$ cat src/rtl/count_run_ctrl.sv
// count_run_ctrl
// Run sequencer for an enable/clear counter. Each run clears the counter,
// then issues prescaled enable ticks until the counter reaches the
// terminal value. Supports one-shot and auto-reload runs, pause, stop,
// a one-cycle done pulse and a saturating tally of completed runs.
//
// Optional feature macro: COUNT_RUN_IRQ_EN
//   When defined, adds a sticky completion interrupt (irq) that is
//   cleared by irq_ack. A done pulse takes priority over a simultaneous
//   ack.
module count_run_ctrl #(
  parameter int BITS    = 4,
  parameter int PRESC_W = 8
) (
  input  logic               wb_clk_i,
  input  logic               wb_rst_i,
  input  logic               cfg_we,
  input  logic [BITS-1:0]    cfg_term,
  input  logic [PRESC_W-1:0] cfg_presc,
  input  logic               cfg_reload,
  input  logic               start,
  input  logic               stop,
  input  logic               pause,
  input  logic [BITS-1:0]    cnt_q,
  output logic               cnt_en,
  output logic               cnt_clr_n,
  output logic               busy,
  output logic               done,
  output logic [7:0]         run_count
`ifdef COUNT_RUN_IRQ_EN
  ,
  input  logic               irq_ack,
  output logic               irq
`endif
);

  typedef enum logic [2:0] {
    S_IDLE = 3'd0,
    S_ARM  = 3'd1,
    S_RUN  = 3'd2,
    S_HOLD = 3'd3,
    S_DONE = 3'd4
  } state_t;

  // Staging copies written by the management side at any time
  logic [BITS-1:0]    r_term_stg;
  logic [PRESC_W-1:0] r_presc_stg;
  logic               r_reload_stg;

  // Active copies, frozen for the duration of a run
  logic [BITS-1:0]    r_term_a;
  logic [PRESC_W-1:0] r_presc_a;
  logic               r_reload_a;

  state_t             r_state;
  logic [PRESC_W-1:0] r_presc_cnt;
  logic               r_cnt_clr_n;
  logic [7:0]         r_run_count;

  // Staging view with same-cycle bypass so a write alongside start is used
  logic [BITS-1:0]    w_term_stage;
  logic [PRESC_W-1:0] w_presc_stage;
  logic               w_reload_stage;
  logic               w_presc_wrap;
  logic               w_at_term;
  logic [7:0]         w_run_count_inc;

  assign w_term_stage    = cfg_we ? cfg_term   : r_term_stg;
  assign w_presc_stage   = cfg_we ? cfg_presc  : r_presc_stg;
  assign w_reload_stage  = cfg_we ? cfg_reload : r_reload_stg;
  assign w_presc_wrap    = (r_presc_cnt == r_presc_a);
  assign w_at_term       = (cnt_q == r_term_a);
  assign w_run_count_inc = (r_run_count == 8'd255) ? 8'd255 : (r_run_count + 8'd1);

  // Capture configuration writes into the staging registers
  always_ff @(posedge wb_clk_i or posedge wb_rst_i) begin
    if (wb_rst_i) begin
      r_term_stg   <= {BITS{1'b0}};
      r_presc_stg  <= {PRESC_W{1'b0}};
      r_reload_stg <= 1'b0;
    end else if (cfg_we) begin
      r_term_stg   <= cfg_term;
      r_presc_stg  <= cfg_presc;
      r_reload_stg <= cfg_reload;
    end
  end

  // Run sequencer: state, prescaler, active config, counter clear and tally
  always_ff @(posedge wb_clk_i or posedge wb_rst_i) begin
    if (wb_rst_i) begin
      r_state     <= S_IDLE;
      r_cnt_clr_n <= 1'b0;
      r_presc_cnt <= {PRESC_W{1'b0}};
      r_term_a    <= {BITS{1'b0}};
      r_presc_a   <= {PRESC_W{1'b0}};
      r_reload_a  <= 1'b0;
      r_run_count <= 8'd0;
    end else begin
      // Clear is only pulled low for the single ARM cycle
      r_cnt_clr_n <= 1'b1;
      case (r_state)
        S_IDLE: begin
          if (start && !stop) begin
            r_state     <= S_ARM;
            r_run_count <= 8'd0;
            r_term_a    <= w_term_stage;
            r_presc_a   <= w_presc_stage;
            r_reload_a  <= w_reload_stage;
            r_cnt_clr_n <= 1'b0;
          end else begin
            r_state <= S_IDLE;
          end
        end
        S_ARM: begin
          r_presc_cnt <= {PRESC_W{1'b0}};
          if (stop) begin
            r_state <= S_IDLE;
          end else begin
            r_state <= S_RUN;
          end
        end
        S_RUN: begin
          if (w_presc_wrap) begin
            r_presc_cnt <= {PRESC_W{1'b0}};
          end else begin
            r_presc_cnt <= r_presc_cnt + PRESC_W'(1);
          end
          if (stop) begin
            r_state <= S_IDLE;
          end else if (w_at_term) begin
            r_state <= S_DONE;
          end else if (pause) begin
            r_state <= S_HOLD;
          end else begin
            r_state <= S_RUN;
          end
        end
        S_HOLD: begin
          // Prescaler frozen so the tick phase resumes where it left off
          if (stop) begin
            r_state <= S_IDLE;
          end else if (!pause) begin
            r_state <= S_RUN;
          end else begin
            r_state <= S_HOLD;
          end
        end
        S_DONE: begin
          if (stop) begin
            r_state <= S_IDLE;
          end else begin
            r_run_count <= w_run_count_inc;
            if (r_reload_a) begin
              r_state     <= S_ARM;
              r_term_a    <= w_term_stage;
              r_presc_a   <= w_presc_stage;
              r_reload_a  <= w_reload_stage;
              r_cnt_clr_n <= 1'b0;
            end else begin
              r_state <= S_IDLE;
            end
          end
        end
        default: begin
          r_state <= S_IDLE;
        end
      endcase
    end
  end

  // Enable is suppressed at the terminal value so the counter never passes it
  assign cnt_en    = (r_state == S_RUN) && !stop && w_presc_wrap && !w_at_term;
  assign done      = (r_state == S_DONE) && !stop;
  assign busy      = (r_state != S_IDLE);
  assign cnt_clr_n = r_cnt_clr_n;
  assign run_count = r_run_count;

`ifdef COUNT_RUN_IRQ_EN
  logic r_irq;

  // Sticky completion interrupt; a done pulse wins over a simultaneous ack
  always_ff @(posedge wb_clk_i or posedge wb_rst_i) begin
    if (wb_rst_i) begin
      r_irq <= 1'b0;
    end else if (done) begin
      r_irq <= 1'b1;
    end else if (irq_ack) begin
      r_irq <= 1'b0;
    end
  end

  assign irq = r_irq;
`endif

endmodule

$ cat config.mk
export PLATFORM = sky130hd
export DESIGN_NAME = count_run_ctrl
export DESIGN_NICKNAME = d
export VERILOG_FILES = /design/src/rtl/count_run_ctrl.sv
export SDC_FILE = /design/constraint.sdc
export NUM_CORES = 1
export LEC_CHECK = 0
export ABC_AREA = 1
export CAP_MARGIN = 20
export CORE_ASPECT_RATIO = 0.8
export CORE_MARGIN = 2
export CORE_UTILIZATION = 40
export DETAILED_ROUTE_END_ITERATION = 10
export SYNTH_ARGS = -nofsm -noshare
export SYNTH_HDL_FRONTEND = slang
export SYNTH_SLANG_ARGS = --single-unit
$ cat constraint.sdc
create_clock -name wb_clk_i -period 3.1 [get_ports wb_clk_i]
set_clock_uncertainty 0.2 [all_clocks]
set_input_delay 0.62 -clock wb_clk_i [delete_from_list [all_inputs] [get_ports wb_clk_i]]
set_output_delay 0.62 -clock wb_clk_i [all_outputs]
set_load 0.01 [all_outputs]
---- Word-level counts from Yosys, hierarchy flattened ----
Cells that the tools add are included.
cells by class
  multiply operators ...................... 0
  equal/unequal tests ..................... 10
  div/mod/pow operators ................... 0
  $lt $le $gt $ge ......................... 0
  shift operators ......................... 0
  bitwise logic cells ..................... 0
  reductions and logical operators ........ 13
  muxes and demuxes ....................... 34
  add/sub/neg operators ................... 2
operator list
  operator               count
  $mux W8                8
  $pmux W8 S2            3
  $add A8 B1 Y8 const B  2
  $mux W4                4
  $pmux W3 S5            1
  $mux W1                11
  $mux W3                3
  $eq A8 B8 Y1           1
  $eq A8 B8 Y1 const B   1
  $pmux W4 S2            1
  $eq A3 B2 Y1 const B   2
  $ne A2 B2 Y1 const B   3
  $logic_and A1 B1 Y1    5
  $eq A4 B4 Y1           1
  $pmux W1 S2            2
  $reduce_and A4 Y1      1
  $reduce_bool A2 Y1     2
  $eq A3 B1 Y1 const B   1
  $eq A3 B3 Y1 const B   1
  $logic_not A3 Y1       1
  $reduce_and A3 Y1      1
  $reduce_bool A3 Y1     1
  $logic_not A1 Y1       2
  $mux W2                1
word-level totals
  RAM bits ................................ 0
  memories kept ........................... 0
  bits of input ports ..................... 23
  latch bits .............................. 0
  flip-flop bits (word level) ............. 46
  ROM bits ................................ 0

---- Logic depth before layout (Yosys ltp) ----
Gate-level depths: netlist of run 1.
  depth in word-level cells ............... 4
  gate-level depth with buffers ........... 9

---- Worst setup path before layout of run 1 ----
No wires, ideal clock.
  path kind ............................... input-to-output
  start point ............................. in cnt_q[2]
  end point ............................... out cnt_en
  path buffers ............................ 0
  cell stages on the path ................. 7
  setup slack ............................. 1.188 ns
  data arrival time ....................... 1.092 ns
  path through ............................ inv_1 > nand2_1 > nand2_1 > nor2_1 > nand2_1 > nand2_1 > nor2_1
between the ends
  cells in the longest elaborated chain, start to end .. 3
ends and longest elaborated chain
  element              RTL line  source
  from (decl)          24        input logic [BITS-1:0] cnt_q,
  $eq A4 B4 Y1         72        assign w_at_term = (cnt_q == r_term_a);
  $logic_not A1 Y1     172       assign cnt_en = (r_state == S_RUN) && !stop && w_presc_wrap && !w_at_term;
  $logic_and A1 B1 Y1  172
  to (decl)            25        output logic cnt_en,
Every way passes these cells.

---- Worst setup path in the final report of run 1 ----
  start point ............................. in cnt_q[3]
  end point ............................... out cnt_en
Same word-level chain as after synthesis.

==> out/qor.csv, run 1 <==
metric;value;unit
synth_seq_cells;46;
multiInputGateArea;0.00102;mm^2
layout_commonest_cell;nand2_1;
fin_area;0.00290;mm^2
fmax;0.338;GHz
irDropWorstVdd;0.000291;V
dr.pass1.iters;4;
num_vias;1966;
clockPowerShare;25.4;%
status;completed;
gp_congestion;0.839;
arrival;2140;ps
critPathMaxFanout;3;
nNetsFinal;373;
htreeDepth;2;
pwr-share-comb;30.0;%
drtIter0Drc;89;
crit_family;buffers and inverters;
slew_violations;0;
yosysTopAreaCell;dfrtp_1;
switching_power;0.620;mW
insertion_delay;300;ps
cts_sinks;46;
row_count;25;
port_buffers;34;
cts_hold_buffers;0;
boundaryPins;35;
area_delta_synth_final;22.6;%
clockRootBuffer;clkbuf_8;
wl;4910;um
synth_fp_nets;334;
critPathMaxStageDelay;540;ps
start_util;40.6;%
drive_gt1_share;8.60;%
rsz0062_at_grt;false;
maxCapViolCount;0;
viasPerCell;4.57;
fin_crit;2960;ps
worstSetupPathType;primary input to output port;
antenna_left;0;
cts_resized;0;
seq_area;0.00115;mm^2
die_x;90.0;um
synth_top_area_share;48.7;%
grt_pass1_wl;8320;um
ys.warnings.count;0;
antenna_found_initial;0;
worstPathCellList;clkdlybuf4s50_1, nand2_1, nand2_1, nor2_1, nand2_1, nand2_1, nor2_1, clkdlybuf4s50_1;
worst_slew_margin_rel;39.8;%
grt_max_degree;26;
clk_pin_slew_worst_paths;90;ps
internal_power;1.18;mW
fp.dieH;72.8;um
wl_per_cell;11.4;um
n_antenna_cell;0;
fin_util;49.8;%
critPathRequiredTime;2280;ps
track_usage;16.1;%
setup_violations;0;
hold_violations;0;
critPathBufInv;2;
dpl_cell_area;0.00279;mm^2
synth_cells;309;
ys_seq_area_share;48.7;%
grt_pass1_vias;1777;
worst_pin_slew;898;ps
drc_errors;0;
min-delay-path-class;flip-flop to flip-flop;
grt_overflow;0;
setup.worst_path.start_class;primary input;
syn_area_per_cell;7.65;um^2
layout_common_cells;nand2_1, dfrtp_1, clkdlybuf4s50_1;
p_per_area;622;mW/mm^2
fillers;592;
place_ws;136;ps
synth.cell_area;0.00236;mm^2
numCtsBuffers;5;
hpwl;3540;um
p_seq_share;44.6;%
fin_crit_sh;95.4;%
clk_path_buf_depth;2;
p_leak;1.49;nW
synth.distinct_cells;28;
dieArea;0.00655;mm^2
synthTopCellsByArea;dfrtp_1, nand2_1, inv_1, nand3_1, o21ai_2;
totalNegativeSetupSlack;0;ps
cts_setup_buffers;0;
cpMaxStageDelayCell;clkdlybuf4s50_1;
crit_top_cell;nand2_1;
end_kind;output port;
core_area;0.00582;mm^2
cts_tree;yes;
setup_slack;142;ps
swShare;34.4;%
==> metal layers <==
metal	track usage, %	vias to the layer above	routed length (um)
li1	-	1029	-
met1	22.3	889	2620
met2	24.2	39	1970
met3	4.13	9	252
met4	6.84	0	63
met5	0	-	0
==> synthesized netlist by cell type, drive strengths merged <==
| cell type | n |
|---|---|
| nand4 | 4 |
| buf | 4 |
| a21oi | 3 |
| nand3b | 1 |
| nor2 | 15 |
| o21a | 1 |
| clkinv | 1 |
| o211ai | 2 |
| ha | 2 |
| clkbuf | 2 |
| inv | 37 |
| xor2 | 2 |
| nand2 | 146 |
| xnor2 | 4 |
| nor3 | 1 |
| o21ai | 19 |
| dfrtp | 46 |
| nand3 | 19 |
==> stage by stage <==
step,power [mW],instances,hold slack [ps]
CTS,1.83,430,278
finish,1.80,430,274
global placement,1.35,422,255
global route,1.93,430,301
detailed placement,1.36,422,256
floorplan,1.22,309,238
==> sequential cells by signal, summed over array words and instances, names as in the netlist <==
name          flops
r_reload_a        1
r_presc_stg       8
r_reload_stg      1
run_count         8
r_term_a          4
r_term_stg        4
r_state           3
r_presc_cnt       8
r_presc_a         8
cnt_clr_n         1
==> cell families (layout without fill, tap and decap cells) <==
group,count (synthesis),in the layout,share of synthesized area [%]
flops,46,46,48.7
fa+ha+maj,2,2,1.06
compound gates,25,25,7.62
buf+inv,44,84,8.31
xor+xnor,6,6,2.22
simple gates,186,186,32.1
==> worst min-delay path, delay by kind of cell, from the launching register on <==
family	cells	cell delay [ps]
flip-flops	1	330
AND/OR/NAND/NOR	2	110
==> worst paths after layout <==
kind	startpoint	depth (start not counted)	slack, ps	end
setup / recovery	cnt_q[3]	8	140	cnt_en
hold / removal	r_presc_stg[5]	2	270	r_presc_stg[5]
setup reg to reg	r_state[1]	7	1430	r_presc_a[4]
hold reg to reg	r_presc_stg[5]	2	270	r_presc_stg[5]
max in group asynchronous	wb_rst_i	3	1570	r_presc_stg[6]
min in group asynchronous	wb_rst_i	2	500	r_term_a[3]
==> power by group through the flow <==
stage	logic (mW)	registers, mW	clock network [mW]
2_1_floorplan	0.422	0.798	0
3_3_place_gp	0.537	0.814	0
3_5_place_dp	0.548	0.814	0
4_1_cts	0.549	0.804	0.475
5_1_grt	0.616	0.819	0.491
6_report	0.542	0.803	0.458
==> cell type report <==
class,count,share of cell area (%)
inverter,38,5.09
clock buffer,5,2.37
multi-input combinational,219,35.1
sequential,46,39.7
clock inverter,3,1.51
timing repair buffer,38,12.8
tap,81,3.49
Note: power is estimated with default switching activity, not from simulation.
==> inputs of run 2 (changes only) <==
Settings changed: CORE_UTILIZATION 40 to 65, DONT_BUFFER_PORTS set to 1, PLACE_DENSITY set to 0.81.
==> run 2 against run 1 <==
  * Critical endpoint unchanged
  * Non-clock buffer count fell by 38
  * Highest routed layer unchanged
  * Critical path depth is 3 lower
  * Setup slack improved by 600 ps
==> out/qor.csv, run 2 (synthesis results as in run 1) <==
metric;value;unit;change
status;completed;;
row_count;19;;-24%
die_x;71.4;um;-21%
numCtsBuffers;5;;unchanged
fin_crit_sh;75.9;%;-20 points
n_antenna_cell;0;;unchanged
fmax;0.425;GHz;+26%
insertion_delay;300;ps;about the same
grt_overflow;0;;unchanged
hold_violations;0;;unchanged
crit_top_cell;nor2_1;;
wl_per_cell;12.4;um;+8.9%
cts_setup_buffers;0;;unchanged
rsz0062_at_grt;false;;
dieArea;0.00414;mm^2;-37%
setup_violations;0;;unchanged
num_vias;1819;;-7.5%
cts_sinks;46;;unchanged
htreeDepth;2;;unchanged
nNetsFinal;335;;-10%
worstSetupPathType;flip-flop to output port;;
maxCapViolCount;0;;unchanged
arrival;1530;ps;-610 ps
antenna_left;0;;unchanged
drc_errors;0;;unchanged
min-delay-path-class;primary input to flip-flop;;
critPathRequiredTime;2280;ps;about the same
viasPerCell;5.15;;+13%
fin_area;0.00246;mm^2;-15%
cpMaxStageDelayCell;dfrtp_1;;
cts_tree;yes;;
hpwl;3150;um;-11%
clockRootBuffer;clkbuf_8;;
cts_resized;0;;unchanged
layout_commonest_cell;nand2_1;;
track_usage;23.8;%;+7.7 points
dr.pass1.iters;4;;unchanged
port_buffers;0;;-100%
boundaryPins;35;;unchanged
area_delta_synth_final;3.97;%;
slew_violations;0;;unchanged
seq_area;0.00115;mm^2;unchanged
start_util;68.6;%;+28 points
setup.worst_path.start_class;flip-flop;;
fillers;279;;-53%
dpl_cell_area;0.00237;mm^2;-15%
gp_congestion;0.825;;-1.7%
grt_pass1_wl;7510;um;-9.8%
layout_common_cells;nand2_1, dfrtp_1, inv_1;;
clk_pin_slew_worst_paths;80;ps;about the same
drive_gt1_share;8.68;%;+0.086 points
p_per_area;671;mW/mm^2;+8.0%
antenna_found_initial;0;;unchanged
grt_pass1_vias;1687;;-5.1%
critPathMaxFanout;9;;+6
power;1.65;mW;-8.4%
clk_path_buf_depth;2;;unchanged
core_area;0.00345;mm^2;-41%
wl;4390;um;-11%
multiInputGateArea;0.00102;mm^2;unchanged
worst_pin_slew;940;ps;+42.1 ps
grt_max_degree;47;;+81%
fin_crit;2350;ps;-605 ps
drtIter0Drc;103;;+16%
p_leak;1.33;nW;-11%
worst_slew_margin_rel;37.3;%;-2.5 points
totalNegativeSetupSlack;0;ps;unchanged
fp.dieH;58.0;um;-20%
end_kind;output port;;
cts_hold_buffers;0;;unchanged
worstPathCellList;xnor2_1, nand2_1, nor2_1, nand2_2, nor2_1;;
irDropWorstVdd;0.000476;V;+64%
critPathMaxStageDelay;480;ps;-60 ps
run 2: path summary, 6_finish.rpt:
path / from / endpoint / slack [ps] / cells past startpoint
worst max register to register: run_count[0] / run_count[3] / 1390 / 7
worst min register to register: r_presc_stg[5] / r_presc_stg[5] / 280 / 2
max in group asynchronous: wb_rst_i / r_presc_cnt[2] / 1910 / 1
worst min-delay path: stop / r_state[2] / 180 / 1
min in group asynchronous: wb_rst_i / r_presc_stg[5] / 200 / 1
worst max-delay path: r_presc_cnt[3] / cnt_en / 750 / 5
run 2: layer usage:
layer	part of all wire (%)	GRT usage, %	vias up	wire [um]
met5	0	0	-	0
met4	1.1	7.28	0	47
met3	5.9	8.17	4	257
met2	44	34.1	45	1920
met1	49	34.5	818	2170
li1	-	-	952	-
run 2: stage by stage:
| stage | std cells | hold slack, ps | setup WS (ps) | utilization (%) |
|---|---|---|---|---|
| after detailed placement | 345 | 257 | 1050 | 68.7 |
| after global placement | 345 | 254 | 1060 | 68.7 |
| after floorplan | 309 | 238 | 1190 | - |
| final | 353 | 183 | 747 | 71.3 |
| after global routing | 353 | 163 | 604 | 71.3 |
| after CTS | 353 | 170 | 732 | 71.3 |
run 2: worst max-delay path: cells and delay by family, from the launching register on:
family	cells	cell delay (ps)
and+or+nand+nor	4	570
DFF	1	480
xor gates and xnor gates	1	190
run 2: area by class of cell:
class                           instances  area share (%)
Clock buffer                            5            2.80
Clock inverter                          3           0.865
Inverter                               38            6.01
Multi-Input combinational cell        219            41.4
Sequential cell                        46            46.8
Tap cell                               42            2.14
run 2: power by group:
group          switching, mW  internal (mW)  total [mW]
Combinational          0.306          0.174       0.480
Sequential            0.0856          0.722       0.808
Clock                  0.205          0.158       0.363
==> inputs of run 3 (changes only) <==
Settings changed: CORE_UTILIZATION 65 to 62, PLACE_DENSITY 0.81 to 0.78.
Clock period 3.1 ns to 2.45 ns, I/O delays scaled along.
==> run 3 against run 2 <==
  * Hold slack worse by 170 ps
  * Global-route usage is 1.4 points lower
  * Register-to-register slack worse by 630 ps
  * Non-clock buffer count is 1 higher
  * Sequential share of layout area is 1.2 points lower
  * First-iteration DRC count is 14% higher
  * Count of clock-buffer cells in the layout is 1 higher
  * Setup slack worse by 490 ps
==> out/qor.csv, run 3 (synthesis results as in run 1) <==
metric;value;unit;change
status;completed;;
cts_hold_buffers;0;;unchanged
dieArea;0.00433;mm^2;+4.5%
row_count;20;;+1
crit_top_cell;nand2_1;;
power;2.32;mW;+40%
boundaryPins;35;;unchanged
htreeDepth;2;;unchanged
clockRootBuffer;clkbuf_8;;
worst_slew_margin_rel;62.1;%;+25 points
p_per_area;918;mW/mm^2;+37%
num_vias;1852;;+1.8%
insertion_delay;290;ps;about the same
arrival;1500;ps;-30 ps
fin_crit_sh;89.4;%;
irDropWorstVdd;0.000532;V;+12%
setup_violations;0;;unchanged
dr.pass1.iters;4;;unchanged
core_area;0.00373;mm^2;+8.2%
critPathRequiredTime;1760;ps;-520 ps
worst_pin_slew;569;ps;-371 ps
worstPathCellList;inv_1, nand2_1, nand2_1, nand2_1, nor2_1, nand2_2, nor2_1;;
area_delta_synth_final;6.61;%;
nNetsFinal;336;;+0.30%
drtIter0Drc;117;;+14%
clk_path_buf_depth;2;;unchanged
grt_max_degree;47;;unchanged
grt_pass1_vias;1665;;-1.3%
drc_errors;0;;unchanged
hold_violations;0;;unchanged
grt_pass1_wl;7370;um;-1.8%
slew_violations;0;;unchanged
wl_per_cell;12.4;um;-0.19%
gp_congestion;0.860;;+4.2%
antenna_left;0;;unchanged
track_usage;22.4;%;-1.4 points
die_x;73.1;um;+2.3%
setup.worst_path.start_class;flip-flop;;
cts_setup_buffers;0;;unchanged
n_antenna_cell;0;;unchanged
layout_common_cells;nand2_1, dfrtp_1, inv_1;;
antenna_found_initial;0;;unchanged
p_leak;1.36;nW;+2.2%
numCtsBuffers;5;;unchanged
cpMaxStageDelayCell;dfrtp_1;;
start_util;63.4;%;-5.2 points
cts_resized;0;;unchanged
worstSetupPathType;flip-flop to output port;;
fin_crit;2190;ps;
cts_tree;yes;;
hpwl;3230;um;+2.8%
viasPerCell;5.20;;+0.96%
end_kind;output port;;
fmax;0.456;GHz;
rsz0062_at_grt;false;;
clk_pin_slew_worst_paths;80;ps;about the same
fp.dieH;59.2;um;+2.2%
critPathMaxFanout;9;;unchanged
port_buffers;0;;unchanged
cts_sinks;46;;unchanged
maxCapViolCount;0;;unchanged
critPathMaxStageDelay;450;ps;-30 ps
wl;4420;um;+0.66%
drive_gt1_share;8.65;%;-0.028 points
totalNegativeSetupSlack;0;ps;unchanged
min-delay-path-class;primary input to asynchronous set/reset pin;;
grt_overflow;0;;unchanged
layout_commonest_cell;nand2_1;;
## run 3: critical path: cells and delay by family, from the launching register on
family | cells | cell delay, ps
buffers and inverters | 1 | 110
DFF | 1 | 450
and+or+nand+nor | 6 | 640
## run 3: area by class of cell
class | instances | area, um^2
repair buffers | 1 | 7.51
clock buffers | 6 | 82.6
well taps | 44 | 55.1
clock inverters | 2 | 60.1
inverters | 38 | 148
flip-flops and latches | 46 | 1150
multi-input cells | 219 | 1020
fillers | 320 | 1210
## run 3: where the power goes
| group | total (mW) | switching (mW) | internal (mW) | leakage, nW |
|---|---|---|---|---|
| logic | 0.605 | 0.384 | 0.221 | 0.695 |
| registers | 1.03 | 0.112 | 0.914 | 0.594 |
| clock network | 0.684 | 0.249 | 0.435 | 0.0714 |
| total | 2.32 | 0.745 | 1.57 | 1.36 |
## run 3: layer usage
metal | share of wire [%] | global-route usage (%) | up-vias
met1 | 51 | 32.8 | 862
met3 | 4.5 | 5.10 | 2
met2 | 43 | 33.7 | 36
met4 | 0.68 | 6.35 | 0
met5 | 0 | 0 | -
li1 | - | - | 952
## run 3: worst paths after layout
path                           startpoint       endpoint  slack (ps)  depth (start not counted)
max                        r_presc_cnt[5]         cnt_en         260                          7
min                              wb_rst_i   run_count[1]          20                          2
max reg2reg                  run_count[0]   run_count[3]         760                          7
min reg2reg                 r_term_stg[3]  r_term_stg[3]         270                          2
max in group asynchronous        wb_rst_i  r_term_stg[2]        1650                          2
min in group wb_clk_i                stop     r_state[2]          60                          1
## run 3: metrics by stage
stage	util (%)	cell area (um^2)	hold WS [ps]	setup slack (ps)	cells
final	67.6	2520	17.6	259	356
after floorplan	-	2360	238	672	309
after CTS	67.6	2520	34.3	262	356
after global routing	67.6	2520	52.9	134	356
after global placement	63.8	2380	252	622	348
after detailed placement	63.8	2380	257	585	348
